<file path="config.mk">
export PLATFORM = sky130hd
export DESIGN_NAME = fsm_moore_led_seq
export DESIGN_NICKNAME = d
export VERILOG_FILES = /design/src/rtl/fsm_moore_led_seq.sv
export SDC_FILE = /design/constraint.sdc
export NUM_CORES = 1
export LEC_CHECK = 0
export BUFFER_PORTS_ARGS = -buffer_cell sky130_fd_sc_hd__buf_2
export CAP_MARGIN = 40
export CORE_MARGIN = 2
export CORE_UTILIZATION = 35
export CTS_CLUSTER_SIZE = 14
export DETAILED_ROUTE_END_ITERATION = 6
export PLACE_DENSITY = 0.56
export RECOVER_POWER = 50
export SYNTH_ARGS = -nofsm -noshare
export SYNTH_HDL_FRONTEND = slang
export SYNTH_SLANG_ARGS = --single-unit
</file>
<file path="constraint.sdc">
create_clock -name clk -period 4.03 [get_ports clk]
set_input_delay 1.209 -clock clk [delete_from_list [all_inputs] [get_ports clk]]
set_output_delay 1.209 -clock clk [all_outputs]
set_load 0.05 [all_outputs]
</file>
<file path="src/rtl/fsm_moore_led_seq.sv">
// Moore LED sequencer: synchronised, debounced switches walk a one-hot LED chain to an ALL state.
// Optional ALL-state blink is enabled by defining FSM_LED_BLINK_EN.
module fsm_moore_led_seq #(
    parameter int WIDTH      = 3,
    parameter int STABLE_CYC = 4,
    parameter int BLINK_DIV  = 8
) (
    input  logic                          clk,
    input  logic                          reset,
    input  logic [WIDTH-1:0]              sw,
    output logic [WIDTH-1:0]              led,
    output logic [$clog2(WIDTH+2)-1:0]    state,
    output logic                          step_pulse
);
    localparam int STW = $clog2(WIDTH+2);
    localparam int CW  = $clog2(STABLE_CYC+1);

    typedef enum logic [STW-1:0] {
        S_IDLE  = STW'(0),
        S_STEP0 = STW'(1),
        S_ALL   = STW'(WIDTH+1)
    } state_t;

    localparam logic [STW-1:0]   C_LAST   = STW'(WIDTH);
    localparam logic [STW-1:0]   C_STEP1  = STW'(2);
    localparam logic [WIDTH-1:0] C_ONES   = '1;
    localparam logic [WIDTH-1:0] C_PAIR   = WIDTH'(3);
    localparam logic [WIDTH-1:0] C_OH0    = WIDTH'(1);
    localparam logic [WIDTH-1:0] C_OH1    = WIDTH'(2);
    localparam logic [CW-1:0]    C_STABLE = CW'(STABLE_CYC);

    logic [WIDTH-1:0] r_sync1, r_sync2, r_last, r_sw_q;
    logic [CW-1:0]    r_cnt;
    logic [CW-1:0]    w_cnt_nx;
    state_t           r_state, w_next;
    logic [WIDTH-1:0] r_led, w_led_nx, w_all_led;
    logic             r_pulse;

    // r_last holds the previous sw_s sample; the run length restarts at 1 on any change
    always_comb begin
        w_cnt_nx = CW'(1);
        if (r_sync2 == r_last)
            w_cnt_nx = (r_cnt == C_STABLE) ? r_cnt : r_cnt + CW'(1);
    end

    always_ff @(posedge clk or posedge reset) begin
        if (reset) begin
            r_sync1 <= '0;
            r_sync2 <= '0;
            r_last  <= '0;
            r_cnt   <= '0;
            r_sw_q  <= '0;
        end else begin
            r_sync1 <= sw;
            r_sync2 <= r_sync1;
            r_last  <= r_sync2;
            r_cnt   <= w_cnt_nx;
            if (w_cnt_nx >= C_STABLE)
                r_sw_q <= r_sync2;
        end
    end

    always_comb begin
        w_next = r_state;
        if (r_state == S_IDLE) begin
            if (r_sw_q == C_OH0)
                w_next = S_STEP0;
            else if (r_sw_q == C_OH1)
                w_next = state_t'(C_STEP1);
        end else if (r_state == S_ALL) begin
            if (r_sw_q == '0)
                w_next = S_IDLE;
        end else if (r_state > S_ALL) begin
            w_next = S_IDLE;
        end else if (r_state == C_LAST) begin
            if (r_sw_q == '0)
                w_next = S_IDLE;
            else if (r_sw_q == C_ONES)
                w_next = S_ALL;
            else if (r_sw_q == C_PAIR)
                w_next = S_STEP0;
        end else begin
            // STEP_i has code i+1, so OH(i+1) is 1 << code
            if (r_sw_q == (C_OH0 << r_state))
                w_next = state_t'(STW'(r_state) + STW'(1));
            else if (r_sw_q == '0)
                w_next = S_IDLE;
        end
    end

`ifdef FSM_LED_BLINK_EN
    localparam int BW = $clog2(BLINK_DIV+1);
    logic [BW-1:0] r_bcnt, w_bcnt_nx;
    logic          r_bph, w_bph_nx;

    always_comb begin
        w_bcnt_nx = '0;
        w_bph_nx  = 1'b0;
        if (r_state == S_ALL && w_next == S_ALL) begin
            if (r_bcnt == BW'(BLINK_DIV-1)) begin
                w_bcnt_nx = '0;
                w_bph_nx  = ~r_bph;
            end else begin
                w_bcnt_nx = r_bcnt + BW'(1);
                w_bph_nx  = r_bph;
            end
        end
    end

    always_ff @(posedge clk or posedge reset) begin
        if (reset) begin
            r_bcnt <= '0;
            r_bph  <= 1'b0;
        end else begin
            r_bcnt <= w_bcnt_nx;
            r_bph  <= w_bph_nx;
        end
    end

    assign w_all_led = w_bph_nx ? '0 : C_ONES;
`else
    assign w_all_led = C_ONES;
`endif

    // led is decoded from the next state so it registers on the same edge as state
    always_comb begin
        w_led_nx = '0;
        if (w_next == S_ALL)
            w_led_nx = w_all_led;
        else if (w_next != S_IDLE)
            w_led_nx = C_OH0 << (STW'(w_next) - STW'(1));
    end

    always_ff @(posedge clk or posedge reset) begin
        if (reset) begin
            r_state <= S_IDLE;
            r_led   <= '0;
            r_pulse <= 1'b0;
        end else begin
            r_state <= w_next;
            r_led   <= w_led_nx;
            r_pulse <= (w_next != r_state);
        end
    end

    assign led        = r_led;
    assign state      = r_state;
    assign step_pulse = r_pulse;
endmodule

</file>
==> metrics.md, run 1 <==
| Metric | Value |
|---|---|
| Hold depth | `0` |
| Final wirelength | `2.22 mm` |
| Ports | `12` |
| H-Tree Depth | `1` |
| Root Driver | `clkbuf_4` |
| Largest net degree at the start of global routing | `23` |
| Fillers | `340` |
| #FFs+latches synth | `22` |
| Die W | `64.1 um` |
| Final period util | `0.639` |
| Crit path time final | `2.57 ns` |
| Max Slew Vio Count | `0` |
| CP bufs+invs | `1` |
| P_leak | `0.629 nW` |
| Internal power | `0.000659 W` |
| Peak Freq | `388 MHz` |
| EDFF count, synth | `0` |
| CP Capture Type | `register` |
| Setup CP Type | `register to register` |
| Maximum capacitance violations | `0` |
| Clock power frac | `0.132` |
| Mapped Cells | `122` |
| Total power draw | `0.00123 W` |
| Sequential share of power | `0.293` |
| Core Area | `3420 um^2` |
| Post-Syn Area | `1260 um^2` |
| Crit-path max FO | `9` |
| CP max stage delay | `0.55 ns` |
| Cell Rows | `21` |
| RSZ-0062 raised after global routing | `false` |
| Pwr Density | `880 nW/um^2` |
| Peak VDD IR | `0.451 mV` |
| Post-CTS resize count | `0` |
| GR Overflow Total | `0` |
| Sinks on Clock Net | `22` |
| Setup TNS | `0 ns` |
| Hold Path Sink | `r_sync2[1]$_DFF_PP0_` |
| Final ANT Viol Nets | `0` |
| Hold_sp | `r_sync1[1]$_DFF_PP0_` |
| Top cell family by delay on the critical path | `compound AO/OA/AOI/OAI gates` |
| Vias | `912` |
| Ys flop type | `dfrtp_1` |
| Pre-Repair DR Iteration Count | `4` |
| First-pass GRT wire length | `3.92 mm` |
| Worst EP required | `4.19 ns` |
| Crit-path cells | `inv_1, ha_1, o21bai_1, nor3b_1, o211ai_1, a32oi_4, xnor2_1, o2111ai_1` |
| Hold WC Path Type | `register to register` |
| Layout Skew | `0.00260 ns` |
| Worst reg-to-reg path cell count | `8` |
| Crit-path slowest cell | `dfrtp_1` |
| Routed wire per std cell | `12.6 um` |
| Starting density of the core | `0.370` |
| RR Endpoint | `step_pulse$_DFF_PP0_` |
| Endpoints failing hold | `0` |
| Critical path depth | `8` |
| Total track usage | `0.117` |
| Comb pwr share | `0.574` |
| Post-synth ARST share | `1.00` |
| Initial antenna violation count | `0` |
| Reg-to-reg setup timing slack | `1.46 ns` |
| Relative slew slack | `0.482` |
| Synth Net Count | `134` |
| Ant diodes | `0` |
| Post-CTS Setup Bufs | `0` |
| CTS tree | `done` |
| CTS clk-pin slew, worst paths | `0.12 ns` |
| Sw Ratio | `0.464` |
| Type of origin of the critical path | `register` |
| I/O Buffers | `11` |
| Total CTS buffers | `3` |
| Outcome | `finished clean` |
| Detailed Place HPWL | `1.66 mm` |
| CTS Hold Bufs | `0` |
| Crit path DAT | `2.73 ns` |
| Net Sw Power | `0.000570 W` |
| Net count, final | `144` |
| Slew @ Worst Pin | `0.776 ns` |
| Initial DRC count | `30` |
| FF-to-FF Start | `state[1]$_DFF_PP0_` |
| Share of layout cells above drive strength 1 | `0.191` |
| Post-route DRC violation count | `0` |
| Clk_lat worst skew | `0.29 ns` |
| Synth unique cells | `42` |
| Clock buffer depth | `2` |
| Layout area overhead | `10.4%` |
| Avg Cell Area, Syn | `10.4 um^2` |
| Die Area | `4110 um^2` |
| Chip height | `64.1 um` |
| Syn. warnings | `0` |
| # setup viols final | `0` |
| Vias in the first global route | `849` |
| Routability cong. | `0.860` |
| Detail-routed via count per cell | `5.15` |
| Part of the Yosys area used for sequential elements | `0.435` |
## cells in the mapped netlist, drive strengths merged (3+ instances only)
cell	n	area share
nor2	5	0.015
xnor2	3	0.021
xor2	5	0.035
dfrtp	22	0.44
buf	4	0.021
nand2	11	0.035
inv	8	0.024
o21ai	8	0.032
a21oi	4	0.016
o21a	3	0.018
ha	7	0.069
and2	3	0.016
o22ai	3	0.015
nor3	3	0.012
## sequential cells by signal, summed over array words and instances, names as in the netlist
register	count
led	3
r_cnt	3
r_last	3
r_sw_q	3
r_sync1	3
r_sync2	3
state	3
step_pulse	1
## cell type report
type,instances,area [um^2],area share
Inverter,8,30.0,0.0215
Tap cell,46,57.6,0.0412
Multi-Input combinational cell,86,651,0.466
Timing Repair Buffer,11,55.1,0.0394
Sequential cell,22,551,0.394
Clock buffer,3,22.5,0.0161
Clock inverter,1,30.0,0.0215
## cell usage in the layout (no fill, tap or decap), types with 2 or more instances in the layout
cell type,n
xnor2_1,3
a211oi_1,2
clkbuf_4,3
o211ai_1,2
dfrtp_1,22
nor2b_1,2
o211a_1,2
mux2_2,2
o21a_1,3
a41oi_1,2
o21ai_1,2
xor2_1,5
buf_2,11
nand3b_1,2
o21ai_0,6
nor2_1,5
o22ai_1,3
ha_1,7
nand2_1,10
a21oi_1,4
nor3_1,3
mux2i_1,2
inv_1,8
## cell families (layout without fill, tap and decap cells)
logic type               count (synthesis)  in the layout  synth area share
AO/OA/AOI/OAI                           34             34             0.211
flip-flops                              22             22             0.435
adder cells (fa/ha/maj)                  7              7            0.0692
AND/OR/NAND/NOR                         33             33             0.145
buffers and inverters                   14             23            0.0504
multiplexers                             4              4            0.0336
XOR/XNOR                                 8              8            0.0554
## power groups by stage
stage / clock, W / sequential (W) / combinational [W]
after global routing: 0.000174 / 0.000373 / 0.000773
after detailed placement: 0 / 0.000366 / 0.000705
after global placement: 0 / 0.000364 / 0.000709
after CTS: 0.000168 / 0.000361 / 0.000709
after floorplan: 0 / 0.000401 / 0.000544
final: 0.000162 / 0.000361 / 0.000706
## worst max-delay path by stage
stage	end	slack, ns	start
after floorplan	step_pulse$_DFF_PP0_	1.48	state[1]$_DFF_PP0_
after global placement	step_pulse$_DFF_PP0_	1.41	state[1]$_DFF_PP0_
after detailed placement	step_pulse$_DFF_PP0_	1.47	state[1]$_DFF_PP0_
after CTS	step_pulse$_DFF_PP0_	1.44	state[1]$_DFF_PP0_
after global routing	step_pulse$_DFF_PP0_	1.25	state[1]$_DFF_PP0_
final	step_pulse$_DFF_PP0_	1.46	state[1]$_DFF_PP0_
## per-layer routing
metal | wire (um) | part of all wire | track usage
met4 | 13 | 0.0059 | 0.0426
met1 | 1100 | 0.49 | 0.164
met5 | 0 | 0 | 0
met3 | 74 | 0.033 | 0.0141
met2 | 1040 | 0.47 | 0.185
## worst register-to-register path, cell delays in order, from the launching register on
cell,delay [ns]
dfrtp_1,0.55
inv_1,0.18
ha_1,0.25
o21bai_1,0.21
nor3b_1,0.42
o211ai_1,0.22
a32oi_4,0.29
xnor2_1,0.17
o2111ai_1,0.15
## per-stage QoR
stage          setup slack, ns   util  cells  hold slack, ns  instance area (um^2)
2_1_floorplan             1.48      -    122           0.331                  1260
3_3_place_gp              1.41  0.393    173           0.332                  1340
3_5_place_dp              1.47  0.393    173           0.335                  1340
4_1_cts                   1.44  0.409    177           0.364                  1400
5_1_grt                   1.25  0.409    177           0.368                  1400
6_report                  1.46  0.409    177           0.360                  1400
Power figures use the tool's default switching activity.
==> inputs of run 2 (changes only) <==
clock period = 2.5 ns   (was 4.03 ns; I/O delays follow)
==> metrics.md, run 2 (synthesized netlist as in run 1, its figures left out) <==
| Metric | Value |
|---|---|
| Sinks on Clock Net | `22` |
| WL met1 | `1.18 mm` |
| CTS tree | `done` |
| Ant diodes | `0` |
| H-Tree Depth | `1` |
| FF-to-FF Start | `state[1]$_DFF_PP0_` |
| Reg-to-reg setup timing slack | `0.16 ns` |
| Crit path DAT | `2.56 ns` |
| Endpoints failing hold | `0` |
| Worst reg-to-reg path cell count | `9` |
| First-pass GRT wire length | `4.45 mm` |
| Max Slew Vio Count | `0` |
| Routability cong. | `0.833` |
| CP bufs+invs | `2` |
| Placed cells | `179` |
| CP Capture Type | `register` |
| Net count, final | `150` |
| Vias in the first global route | `1004` |
| Worst EP required | `2.73 ns` |
| Crit-path max FO | `9` |
| Clk_lat worst skew | `0.30 ns` |
| Relative slew slack | `0.265` |
| Starting density of the core | `0.370` |
| Chip height | `64.1 um` |
| Largest net degree at the start of global routing | `23` |
| Detailed Place HPWL | `1.80 mm` |
| CTS clk-pin slew, worst paths | `0.12 ns` |
| Peak VDD IR | `0.678 mV` |
| Setup TNS | `0 ns` |
| Share of layout cells above drive strength 1 | `0.263` |
| GR Overflow Total | `0` |
| Layout Skew | `0.00887 ns` |
| Top Layer Used | `met4` |
| Die W | `64.1 um` |
| Routed wire per std cell | `13.4 um` |
| Clock buffer depth | `2` |
| Root Driver | `clkbuf_4` |
| Vias | `949` |
| Initial antenna violation count | `0` |
| Total track usage | `0.134` |
| Post-CTS Setup Bufs | `0` |
| Setup CP Type | `register to register` |
| Hold depth | `0` |
| # setup viols final | `0` |
| Core Area | `3420 um^2` |
| Reg area | `554 um^2` |
| Post-route DRC violation count | `0` |
| Top cell family by delay on the critical path | `compound AO/OA/AOI/OAI gates` |
| Slew @ Worst Pin | `1.10 ns` |
| Final ANT Viol Nets | `0` |
| Type of origin of the critical path | `register` |
| Ports | `12` |
| Total power draw | `0.00209 W` |
| Final wirelength | `2.46 mm` |
| Met2 WL | `1.18 mm` |
| Commonest non-fill, non-tap cells in the layout | `dfrtp_1 (19), buf_2 (11), nand2_1 (10)` |
| Cell Rows | `21` |
| Hold Path Sink | `r_sync2[1]$_DFF_PP0_` |
| RSZ-0062 raised after global routing | `false` |
| Pre-Repair DR Iteration Count | `4` |
| Outcome | `finished clean` |
| Initial DRC count | `27` |
| Commonest non-fill, non-tap cell in the layout | `dfrtp_1` |
| Fin cells | `183` |
| Final period util | `0.935` |
| Die Area | `4110 um^2` |
| Area of the multi-input gates | `666 um^2` |
| Pwr Density | `1430 nW/um^2` |
| Met3 WL post-DR | `70 um` |
| CP max stage delay | `0.50 ns` |
| Hold WC Path Type | `register to register` |
| Crit-path cells | `inv_1, ha_1, o21bai_1, nor3b_1, buf_4, o211ai_1, a32oi_4, or2_2, mux2i_1` |
| Hold_sp | `r_sync1[1]$_DFF_PP0_` |
| Peak Freq | `428 MHz` |
| Crit-path slowest cell | `dfrtp_2` |
| Layout area overhead | `15.1%` |
| Fillers | `345` |
| I/O Buffers | `11` |
| Total CTS buffers | `3` |
| Maximum capacitance violations | `0` |
| P_leak | `0.659 nW` |
| Crit path time final | `2.34 ns` |
| RR Endpoint | `led[2]$_DFF_PP0_` |
| Detail-routed via count per cell | `5.19` |
run 2: per-stage QoR:
| step | utilization | setup slack [ns] | instance area, um^2 | hold WS [ns] |
|---|---|---|---|---|
| after floorplan | - | 0.139 | 1270 | 0.331 |
| after detailed placement | 0.408 | 0.168 | 1390 | 0.342 |
| final | 0.426 | 0.162 | 1460 | 0.357 |
| after global placement | 0.408 | 0.171 | 1390 | 0.334 |
| after global routing | 0.426 | 0.00114 | 1460 | 0.373 |
| after CTS | 0.423 | 0.148 | 1450 | 0.368 |
run 2: layer usage:
| metal | track usage | vias up |
|---|---|---|
| met3 | 0.0211 | 2 |
| met5 | 0 | - |
| met1 | 0.176 | 463 |
| met4 | 0.0452 | 0 |
| li1 | - | 468 |
| met2 | 0.224 | 16 |
run 2: worst reg2reg max path, stage by stage, from the launching register on:
cell and delay, ns:
dfrtp_2 0.50, inv_1 0.18, ha_1 0.24, o21bai_1 0.11, nor3b_1 0.15, buf_4 0.16, o211ai_1 0.27, a32oi_4 0.19
or2_2 0.34, mux2i_1 0.13
run 2: how the worst max path moves through the flow:
stage | start | to | slack, ns | cells after the start
2_1_floorplan | state[2]$_DFF_PP0_ | led[2]$_DFF_PP0_ | 0.14 | 10
3_3_place_gp | state[1]$_DFF_PP0_ | step_pulse$_DFF_PP0_ | 0.17 | 9
3_5_place_dp | state[1]$_DFF_PP0_ | step_pulse$_DFF_PP0_ | 0.17 | 9
4_1_cts | state[1]$_DFF_PP0_ | led[1]$_DFF_PP0_ | 0.15 | 9
5_1_grt | state[1]$_DFF_PP0_ | step_pulse$_DFF_PP0_ | 0.001 | 9
6_report | state[1]$_DFF_PP0_ | led[2]$_DFF_PP0_ | 0.16 | 9
run 2: repair_timing:
action                                 CTS  global route
hold buffers                             0             0
setup endpoints to repair                0             4
gates resized for setup                  0             3
endpoints found under the hold margin    0             0
run 2: layout make-up:
cell class,instances,area share
clock buffers,3,0.0155
clock inverters,1,0.0206
inverters,8,0.0206
multi-input cells,86,0.457
flip-flops and latches,22,0.381
well taps,46,0.0395
repair buffers,17,0.0662
run 2: report_power, final:
group	total [W]	switching (W)	internal (W)
Combinational	0.00127	0.000739	0.000526
Clock	0.000261	0.0000991	0.000162
Sequential	0.000561	0.000122	0.000440
